File: src/rtl/semaforo_nway.sv
// ============================================================================
// semaforo_nway : N-approach demand-actuated traffic-light controller with
//                 min/max green, yellow, all-red clearance and parade hold.
// Revision      : 1.0
// ============================================================================
`default_nettype none

module semaforo_nway #(
  parameter int N_APPR      = 4,
  parameter int APPR_W      = 2,
  parameter int CNT_W       = 8,
  parameter int T_MIN_GREEN = 10,
  parameter int T_MAX_GREEN = 60,
  parameter int T_YELLOW    = 20,
  parameter int T_ALLRED    = 3,
  parameter int PARADE_APPR = 1
) (
  input  logic                  clk,
  input  logic                  rst,
  input  logic [N_APPR-1:0]     sense,
  input  logic                  P,
  input  logic                  R,
  output logic [2*N_APPR-1:0]   lights,
  output logic [APPR_W-1:0]     cur_appr,
  output logic                  parade_active,
  output logic                  green_start
);

  localparam logic [1:0] S_GREEN  = 2'd0;
  localparam logic [1:0] S_YELLOW = 2'd1;
  localparam logic [1:0] S_ALLRED = 2'd2;
  localparam logic [1:0] S_PARADE = 2'd3;

  localparam logic [CNT_W-1:0]  c_MIN_LAST = CNT_W'(T_MIN_GREEN - 1);
  localparam logic [CNT_W-1:0]  c_MAX_LAST = CNT_W'(T_MAX_GREEN - 1);
  localparam logic [CNT_W-1:0]  c_Y_LAST   = CNT_W'(T_YELLOW - 1);
  localparam logic [CNT_W-1:0]  c_AR_LAST  = CNT_W'((T_ALLRED == 0) ? 0 : T_ALLRED - 1);
  localparam logic [CNT_W-1:0]  c_CNT_MAX  = {CNT_W{1'b1}};
  localparam logic [APPR_W-1:0] c_PARADE   = APPR_W'(PARADE_APPR);

  logic [1:0]        state_q, state_d;
  logic [APPR_W-1:0] appr_q, appr_d;
  logic [APPR_W-1:0] dest_q, dest_d;
  logic [CNT_W-1:0]  cnt_q, cnt_d;
  logic              go_parade_q, go_parade_d;
  logic              preq_q, preq_d;

  logic [2*N_APPR-1:0] w_rot;
  logic                w_other_dem;
  logic                w_own_dem;
  logic                w_green_exit;
  logic [APPR_W-1:0]   w_next_appr;

  // Bit k of w_rot is the sensor of approach (cur + k) mod N_APPR.
  assign w_rot        = {sense, sense} >> appr_q;
  assign w_own_dem    = w_rot[0];
  assign w_other_dem  = |w_rot[N_APPR-1:1];
  assign w_green_exit = (cnt_q >= c_MIN_LAST) &&
                        (preq_q || (w_other_dem && (!w_own_dem || cnt_q >= c_MAX_LAST)));

  // Walk downwards so the nearest requesting approach is the last one written.
  always_comb begin
    int tmp;
    w_next_appr = appr_q;
    for (int k = N_APPR - 1; k >= 1; k--) begin
      tmp = int'(appr_q) + k;
      if (tmp >= N_APPR) tmp = tmp - N_APPR;
      if (w_rot[k]) w_next_appr = APPR_W'(tmp);
    end
  end

  always_ff @(posedge clk) begin
    if (rst) begin
      state_q     <= S_GREEN;
      appr_q      <= '0;
      dest_q      <= '0;
      cnt_q       <= '0;
      go_parade_q <= 1'b0;
      preq_q      <= 1'b0;
    end else begin
      state_q     <= state_d;
      appr_q      <= appr_d;
      dest_q      <= dest_d;
      cnt_q       <= cnt_d;
      go_parade_q <= go_parade_d;
      preq_q      <= preq_d;
    end
  end

  always_comb begin
    state_d     = state_q;
    appr_d      = appr_q;
    dest_d      = dest_q;
    go_parade_d = go_parade_q;
    preq_d      = P ? 1'b1 : (R ? 1'b0 : preq_q);

    case (state_q)
      S_GREEN: begin
        if (w_green_exit) begin
          if (preq_q && (appr_q == c_PARADE)) begin
            state_d = S_PARADE;
          end else if (preq_q) begin
            dest_d      = c_PARADE;
            go_parade_d = 1'b1;
            state_d     = S_YELLOW;
          end else begin
            dest_d  = w_next_appr;
            state_d = S_YELLOW;
          end
        end
      end
      S_YELLOW: begin
        if (cnt_q == c_Y_LAST) begin
          if (T_ALLRED != 0) begin
            state_d = S_ALLRED;
          end else begin
            go_parade_d = 1'b0;
            if (go_parade_q && preq_q) begin
              state_d = S_PARADE;
              appr_d  = c_PARADE;
            end else begin
              state_d = S_GREEN;
              appr_d  = dest_q;
            end
          end
        end
      end
      S_ALLRED: begin
        if (cnt_q >= c_AR_LAST) begin
          go_parade_d = 1'b0;
          if (go_parade_q && preq_q) begin
            state_d = S_PARADE;
            appr_d  = c_PARADE;
          end else begin
            state_d = S_GREEN;
            appr_d  = dest_q;
          end
        end
      end
      S_PARADE: begin
        appr_d = c_PARADE;
        if (!preq_q) state_d = S_GREEN;
      end
      default: begin
        state_d     = S_GREEN;
        appr_d      = '0;
        dest_d      = '0;
        go_parade_d = 1'b0;
        preq_d      = 1'b0;
      end
    endcase

    if ((state_d != state_q) || (appr_d != appr_q)) begin
      cnt_d = '0;
    end else if (cnt_q == c_CNT_MAX) begin
      cnt_d = cnt_q;
    end else begin
      cnt_d = cnt_q + 1'b1;
    end
  end

  always_comb begin
    lights        = '0;
    cur_appr      = appr_q;
    parade_active = (state_q == S_PARADE);
    green_start   = (state_q == S_GREEN) && (cnt_q == '0);
    for (int j = 0; j < N_APPR; j++) begin
      if (APPR_W'(j) == appr_q) begin
        case (state_q)
          S_GREEN:  lights[2*j +: 2] = 2'b10;
          S_YELLOW: lights[2*j +: 2] = 2'b01;
          default:  lights[2*j +: 2] = 2'b00;
        endcase
      end
      if ((state_q == S_PARADE) && (j == PARADE_APPR)) lights[2*j +: 2] = 2'b10;
    end
  end

endmodule

`default_nettype wire

File: config.mk
export PLATFORM = sky130hd
export DESIGN_NAME = semaforo_nway
export DESIGN_NICKNAME = d
export VERILOG_FILES = /design/src/rtl/semaforo_nway.sv
export SDC_FILE = /design/constraint.sdc
export NUM_CORES = 1
export LEC_CHECK = 0
export CAP_MARGIN = 20
export CORE_MARGIN = 2
export CORE_UTILIZATION = 58
export DETAILED_ROUTE_END_ITERATION = 8
export HOLD_SLACK_MARGIN = 0.02
export PLACE_DENSITY = 0.81
export SETUP_SLACK_MARGIN = 0.1
export SYNTH_ARGS = -nofsm -noshare
export SYNTH_HDL_FRONTEND = slang
export SYNTH_SLANG_ARGS = --single-unit
export TNS_END_PERCENT = 10
File: constraint.sdc
create_clock -name clk -period 3.5 [get_ports clk]
set_input_delay 0.7 -clock clk [delete_from_list [all_inputs] [get_ports clk]]
set_output_delay 0.7 -clock clk [all_outputs]
set_load 0.1 [all_outputs]
==> results of run 1 <==
==> synth_stat cells (2+ instances only) <==
cell / count
nand2_1: 6
nor4_1: 11
inv_1: 13
a21oi_1: 11
nand2b_1: 4
o21ai_0: 5
a22oi_1: 2
buf_1: 2
o211ai_1: 2
mux2i_1: 5
clkbuf_1: 2
nand3_1: 7
mux4_2: 2
nor2b_1: 3
ha_1: 8
and3_1: 4
buf_2: 3
dfxtp_1: 16
nor3_1: 3
nor2_1: 8
nand4_1: 3
and2_1: 8
==> state kept, by name, summed over array words and instances, names as in the netlist <==
name / flops
dest_q: 2
go_parade_q: 1
cnt_q: 8
state_q: 2
cur_appr: 2
preq_q: 1
==> path summary, 6_finish.rpt <==
path,startpoint,end
setup / recovery,cur_appr[1]$_SDFF_PP0_,lights[3]
hold / removal,dest_q[1]$_SDFFE_PP0P_,dest_q[1]$_SDFFE_PP0P_
setup reg to reg,cur_appr[0]$_SDFF_PP0_,cnt_q[2]$_SDFFE_PP0P_
hold reg to reg,dest_q[1]$_SDFFE_PP0P_,dest_q[1]$_SDFFE_PP0P_
==> worst max-delay path, stage by stage (launching register included) <==
cell,delay [ns]
dfxtp_1,0.70
inv_1,0.15
ha_1,0.27
a21oi_1,0.23
inv_1,0.06
buf_4,0.23
==> cells by family after synthesis <==
| kind of cell | after synthesis |
|---|---|
| muxes | 8 |
| buffers and inverters | 22 |
| adders and majority gates | 8 |
| AOI/OAI and AO/OA | 39 |
| and+or+nand+nor | 64 |
| DFF | 16 |
| xor gates and xnor gates | 2 |
==> area by class of cell <==
cell class              instances  area share [%]
clock buffers                   3           1.466
flip-flops and latches         16           20.85
inverters                      14           3.420
well taps                      28           2.280
multi-input cells             121           61.08
repair buffers                 20           10.91
==> per-stage QoR <==
step	instance area (µm²)	std cells
after detailed placement	1514	199
final	1536	202
after global routing	1536	202
after global placement	1514	199
after CTS	1536	202
after floorplan	1353	159
==> placed cells by master (no fill, tap or decap), types with 2 or more instances in the layout <==
cell type / count
o21ai_0: 5
nor2_1: 8
nor4_1: 10
mux4_2: 2
nor2b_1: 3
a22oi_1: 2
clkbuf_4: 3
nor3_1: 3
mux2i_1: 5
dfxtp_1: 16
clkdlybuf4s50_1: 7
a21oi_1: 11
inv_1: 13
nand3_1: 7
nand4_1: 3
buf_4: 13
o211ai_1: 2
and2_1: 8
nand2_1: 6
and3_1: 4
nand2b_1: 4
ha_1: 8
==> routing by layer <==
metal	track usage [%]	vias up
li1	-	628
met1	35.06	634
met2	41.35	41
met3	2.286	14
met4	12.39	0
met5	0	-
==> power groups by stage <==
stage               Clock, mW  Combinational, mW  Sequential (mW)
floorplan                   0             0.0639            0.194
global placement            0             0.0765            0.196
detailed placement          0             0.0798            0.197
CTS                    0.0961             0.0802            0.192
global route            0.107             0.0866            0.194
finish                 0.0970             0.0799            0.193
==> metrics.cfg, run 1 <==
[status]
status=completed

[pwr]
p_per_area_nw_per_um2=240.5
swShare_pct=30.71
pwr-share-seq_pct=52.1
total_leakage_power_nw=0.6024
finalPower_mw=0.3694
pwr-share-comb_pct=21.6
pwr-share-clk_pct=26.3
power.internal_mw=0.2560
ir_drop_v=0.0001621
p_switching_mw=0.1135

[grt]
grt_pass1_vias=1118
overflow=0
grt_max_degree=16
grt_pass1_wl_mm=5.216
track_usage_pct=25.86
antenna_found_initial=0

[yosys]
netlist.area_leader.share_pct=23.79
synthSimpleGateAreaFrac_pct=28.81
synth_top_family_by_area=simple AND/OR/NAND/NOR gates
synth-seq-area-share_pct=23.79
synth_edf_count=0
muxShareOfSynthArea_pct=7.900
synth-main-ff-cell=dfxtp_1
async_reset_ff_share_pct=0
yosysTopAreaCell=dfxtp_1
synth-adder-area-share_pct=7.435
synth_top_cells_by_area=dfxtp_1 24%, ha_1 7.4%, nor4_1 5.1%
avgSynthCellArea_um2=8.467
yosysWarnings=0
synth_compound_area_share_pct=23.79
synth-seq-cells=16
syn-num-nets=175
synthCells=159
yosysUniqueCellTypes=53
synthesis.area_um2=1346
synthXorXnorAreaFrac_pct=1.301

[clock_tree]
clkSlewWorstSetupHoldPaths_ns=0.09
clk_latency_ns=0.28
htree_num_levels=1
clock_path_buffers=2
cts_tree=yes
ctsResizeCount=0
cts_sinks=16
cts_setup_buffers=0
cts_hold_buf=0
cts_made_buffers=3
cts.root.buffer_cell=clkbuf_4

[min_path]
hold_path_class=reg2reg
hold_depth=2

[final_layout]
final_util_pct=69.46
final-seq-area_um2=320.3
fillCellCount=193
multiInputGateArea_um2=938.4
synthToLayoutAreaGrowth_pct=14.13
final_nets=192
drive_gt1_share_pct=18.39
n_antenna_cell=0

[setup_path]
crit_required_ns=2.80
end_kind=output pin
cp-start-kind=flip-flop
worst_ep_arrival_time_ns=1.93
reg2reg_setup_slack_ns=1.15
reg2reg_depth=6
path_max_fanout=15
path_class=reg2out

[floorplan]
pin_count=20
rows=17
core_area_um2=2212
die_h_um=52.18
die_w_um=52.18
initial_core_util_pct=60.86
die_area_um2=2723

[route]
met1Wirelength_mm=1.445
totalWireLength_mm=3.153
vias_per_cell=6.520
drc=0
wire_per_inst_um=15.61
wl_met2_mm=1.502
drt_iter0_drc=24
wl_met3_um=116
firstDrtPassIters=4
highest_layer=met4
antenna_left=0
vias=1317

[sta]
setup_tns_ns=0
timing.final.ws_setup_ns=0.8671
rsz0062_at_grt=false
worstMarginPinSlew_ns=0.5803
fin_crit_sh_pct=75.23
finalSetupViolations=0
finalMaxSlewViolations=0
hold_viol_final=0
fmax_mhz=379.8
clock_skew_ns=0.002711
whs_ns=0.5058
post-route-min-period_ns=2.633
maxSlewHeadroom_pct=61.26

[placed_design]
hpwl_mm=2.430
place.gp.congestion=0.9084
io_buffers=19
dp_slack_ns=0.7921

[flow_run]
max-cap-violations=0

(Power assumes the default switching activity.)
==> inputs of run 2 (changes only) <==
--- a/config.mk
+++ b/config.mk
@@ -7,10 +7,10 @@
 export LEC_CHECK = 0
 export CAP_MARGIN = 20
 export CORE_MARGIN = 2
-export CORE_UTILIZATION = 58
+export CORE_UTILIZATION = 54
 export DETAILED_ROUTE_END_ITERATION = 8
 export HOLD_SLACK_MARGIN = 0.02
-export PLACE_DENSITY = 0.81
+export PLACE_DENSITY = 0.76
 export SETUP_SLACK_MARGIN = 0.1
 export SYNTH_ARGS = -nofsm -noshare
 export SYNTH_HDL_FRONTEND = slang
==> constraint.sdc (replaced) <==
create_clock -name clk -period 2.5 [get_ports clk]
set_input_delay 0.5 -clock clk [delete_from_list [all_inputs] [get_ports clk]]
set_output_delay 0.5 -clock clk [all_outputs]
set_load 0.1 [all_outputs]
==> metrics.cfg, run 2 (synthesized netlist as in run 1, its figures left out) <==
[final_layout]
final_cell_mix=14 x dfxtp_1, 13 x inv_1, 12 x buf_4
fin_area_um2=1725  ; +12%
drive_gt1_share_pct=23.63  ; +5.2 points
final_nets=200  ; +4.2%
final_util_pct=71.60  ; +2.1 points
final_cells=212  ; +5.0%
multiInputGateArea_um2=949.7  ; +1.2%
final-seq-area_um2=322.8  ; +0.78%
n_antenna_cell=0  ; unchanged
top_register=cnt_q
largest_reg_flops=8  ; unchanged
synthToLayoutAreaGrowth_pct=28.16
final_common_cell=dfxtp_1
fillCellCount=184  ; -4.7%

[sta]
hold_viol_final=0  ; unchanged
setup_tns_ns=0  ; unchanged
finalSetupViolations=0  ; unchanged
maxSlewHeadroom_pct=64.80  ; +3.5 points
post-route-min-period_ns=2.273
timing.final.ws_setup_ns=0.2267  ; -0.6404 ns
fmax_mhz=439.9
clock_skew_ns=0.01113  ; +0.008422 ns
finalMaxSlewViolations=0  ; unchanged
worstMarginPinSlew_ns=0.5232  ; -0.05702 ns
fin_crit_sh_pct=90.93
rsz0062_at_grt=false
whs_ns=0.5260  ; +0.02020 ns

[route]
vias_per_cell=6.085  ; -6.7%
drt_iter0_drc=35  ; +46%
drc=0  ; unchanged
vias=1290  ; -2.1%
firstDrtPassIters=6  ; +2
antenna_left=0  ; unchanged
totalWireLength_mm=3.328  ; +5.6%
wire_per_inst_um=15.70  ; +0.57%

[clock_tree]
htree_num_levels=1  ; unchanged
cts_sinks=16  ; unchanged
clk_latency_ns=0.29  ; about the same
clock_path_buffers=2  ; unchanged
cts.root.buffer_cell=clkbuf_4
cts_tree=yes
cts_hold_buf=0  ; unchanged
cts_setup_buffers=0  ; unchanged
cts_made_buffers=3  ; unchanged
clkSlewWorstSetupHoldPaths_ns=0.09  ; about the same

[setup_path]
worst_ep_arrival_time_ns=1.77  ; -0.16 ns
crit_chain=or4_4 > nor4_4 > buf_12
path_class=reg2out
slowest_delay_ns=0.61  ; -0.09 ns
end_kind=output pin
path_max_fanout=8  ; -7
cp-start-kind=flip-flop
crit_required_ns=2.00  ; -0.80 ns
slowest_stage=or4_4

[placed_design]
dp_slack_ns=0.1174  ; -0.6747 ns
placed_area_um2=1700  ; +12%
io_buffers=19  ; unchanged
placedCellCount=209  ; +5.0%
hpwl_mm=2.631  ; +8.2%
place.gp.congestion=0.8137  ; -10%

[grt]
grt_max_degree=16  ; unchanged
overflow=0  ; unchanged
grt_pass1_wl_mm=5.347  ; +2.5%
grt_pass1_vias=1173  ; +4.9%
track_usage_pct=25.86  ; about the same
antenna_found_initial=0  ; unchanged

[pwr]
ir_drop_v=0.0003197  ; +97%
finalPower_mw=0.5322  ; +44%
total_leakage_power_nw=0.6754  ; +12%
p_per_area_nw_per_um2=308.5  ; +28%

[floorplan]
rows=18  ; +1
pin_count=20  ; unchanged
initial_core_util_pct=55.87  ; -5.0 points
core_area_um2=2410  ; +8.9%
die_w_um=53.93  ; +3.4%
die_area_um2=2908  ; +6.8%
die_h_um=53.93  ; +3.4%

[status]
status=completed

[flow_run]
max-cap-violations=0  ; unchanged

[min_path]
hold_path_class=reg2reg

## run 2: cell count changes in the layout (fill, tap and decap cells not counted), sizes merged
cell  delta
buf      +8
## run 2: repair_timing
item | in CTS | in global routing
gates resized for setup | 0 | 1
endpoints found under the setup margin | 0 | 2
endpoints found under the hold margin | 0 | 0
## run 2: worst max-delay path, delay by kind of cell (launching register included)
| kind | cells | cell delay, ns |
|---|---|---|
| AND/OR/NAND/NOR | 2 | 0.90 |
| flip-flops | 1 | 0.38 |
| buffers and inverters | 1 | 0.21 |
## run 2: area by class of cell
| type | count | area share [%] |
|---|---|---|
| timing repair buffer | 28 | 19.72 |
| tap | 30 | 2.175 |
| sequential | 16 | 18.71 |
| inverter | 14 | 3.046 |
| multi-input combinational | 121 | 55.04 |
| clock buffer | 3 | 1.305 |
## run 2: power breakdown
part / internal (mW) / leakage (nW) / switching, mW
registers: 0.260 / 0.131 / 0.00976
logic: 0.0555 / 0.531 / 0.0750
clock network: 0.0561 / 0.0138 / 0.0757
total: 0.372 / 0.675 / 0.161
## run 2: per-layer routing
layer / vias to the layer above / share of wire (%) / global-route usage, %
met5: - / 0 / 0
met4: 0 / 1.1 / 10.26
met3: 4 / 3.8 / 3.611
met2: 31 / 51 / 45.12
met1: 616 / 44 / 31.78
li1: 639 / - / -
## run 2: final timing paths
check                    startpoint                      to  slack [ns]  cells past startpoint
max           cnt_q[4]$_SDFFE_PP0P_             green_start        0.23                      3
max reg2reg   cnt_q[0]$_SDFFE_PP0P_   cnt_q[5]$_SDFFE_PP0P_        0.30                      8
min          dest_q[1]$_SDFFE_PP0P_  dest_q[1]$_SDFFE_PP0P_        0.53                      2
min reg2reg  dest_q[1]$_SDFFE_PP0P_  dest_q[1]$_SDFFE_PP0P_        0.53                      2
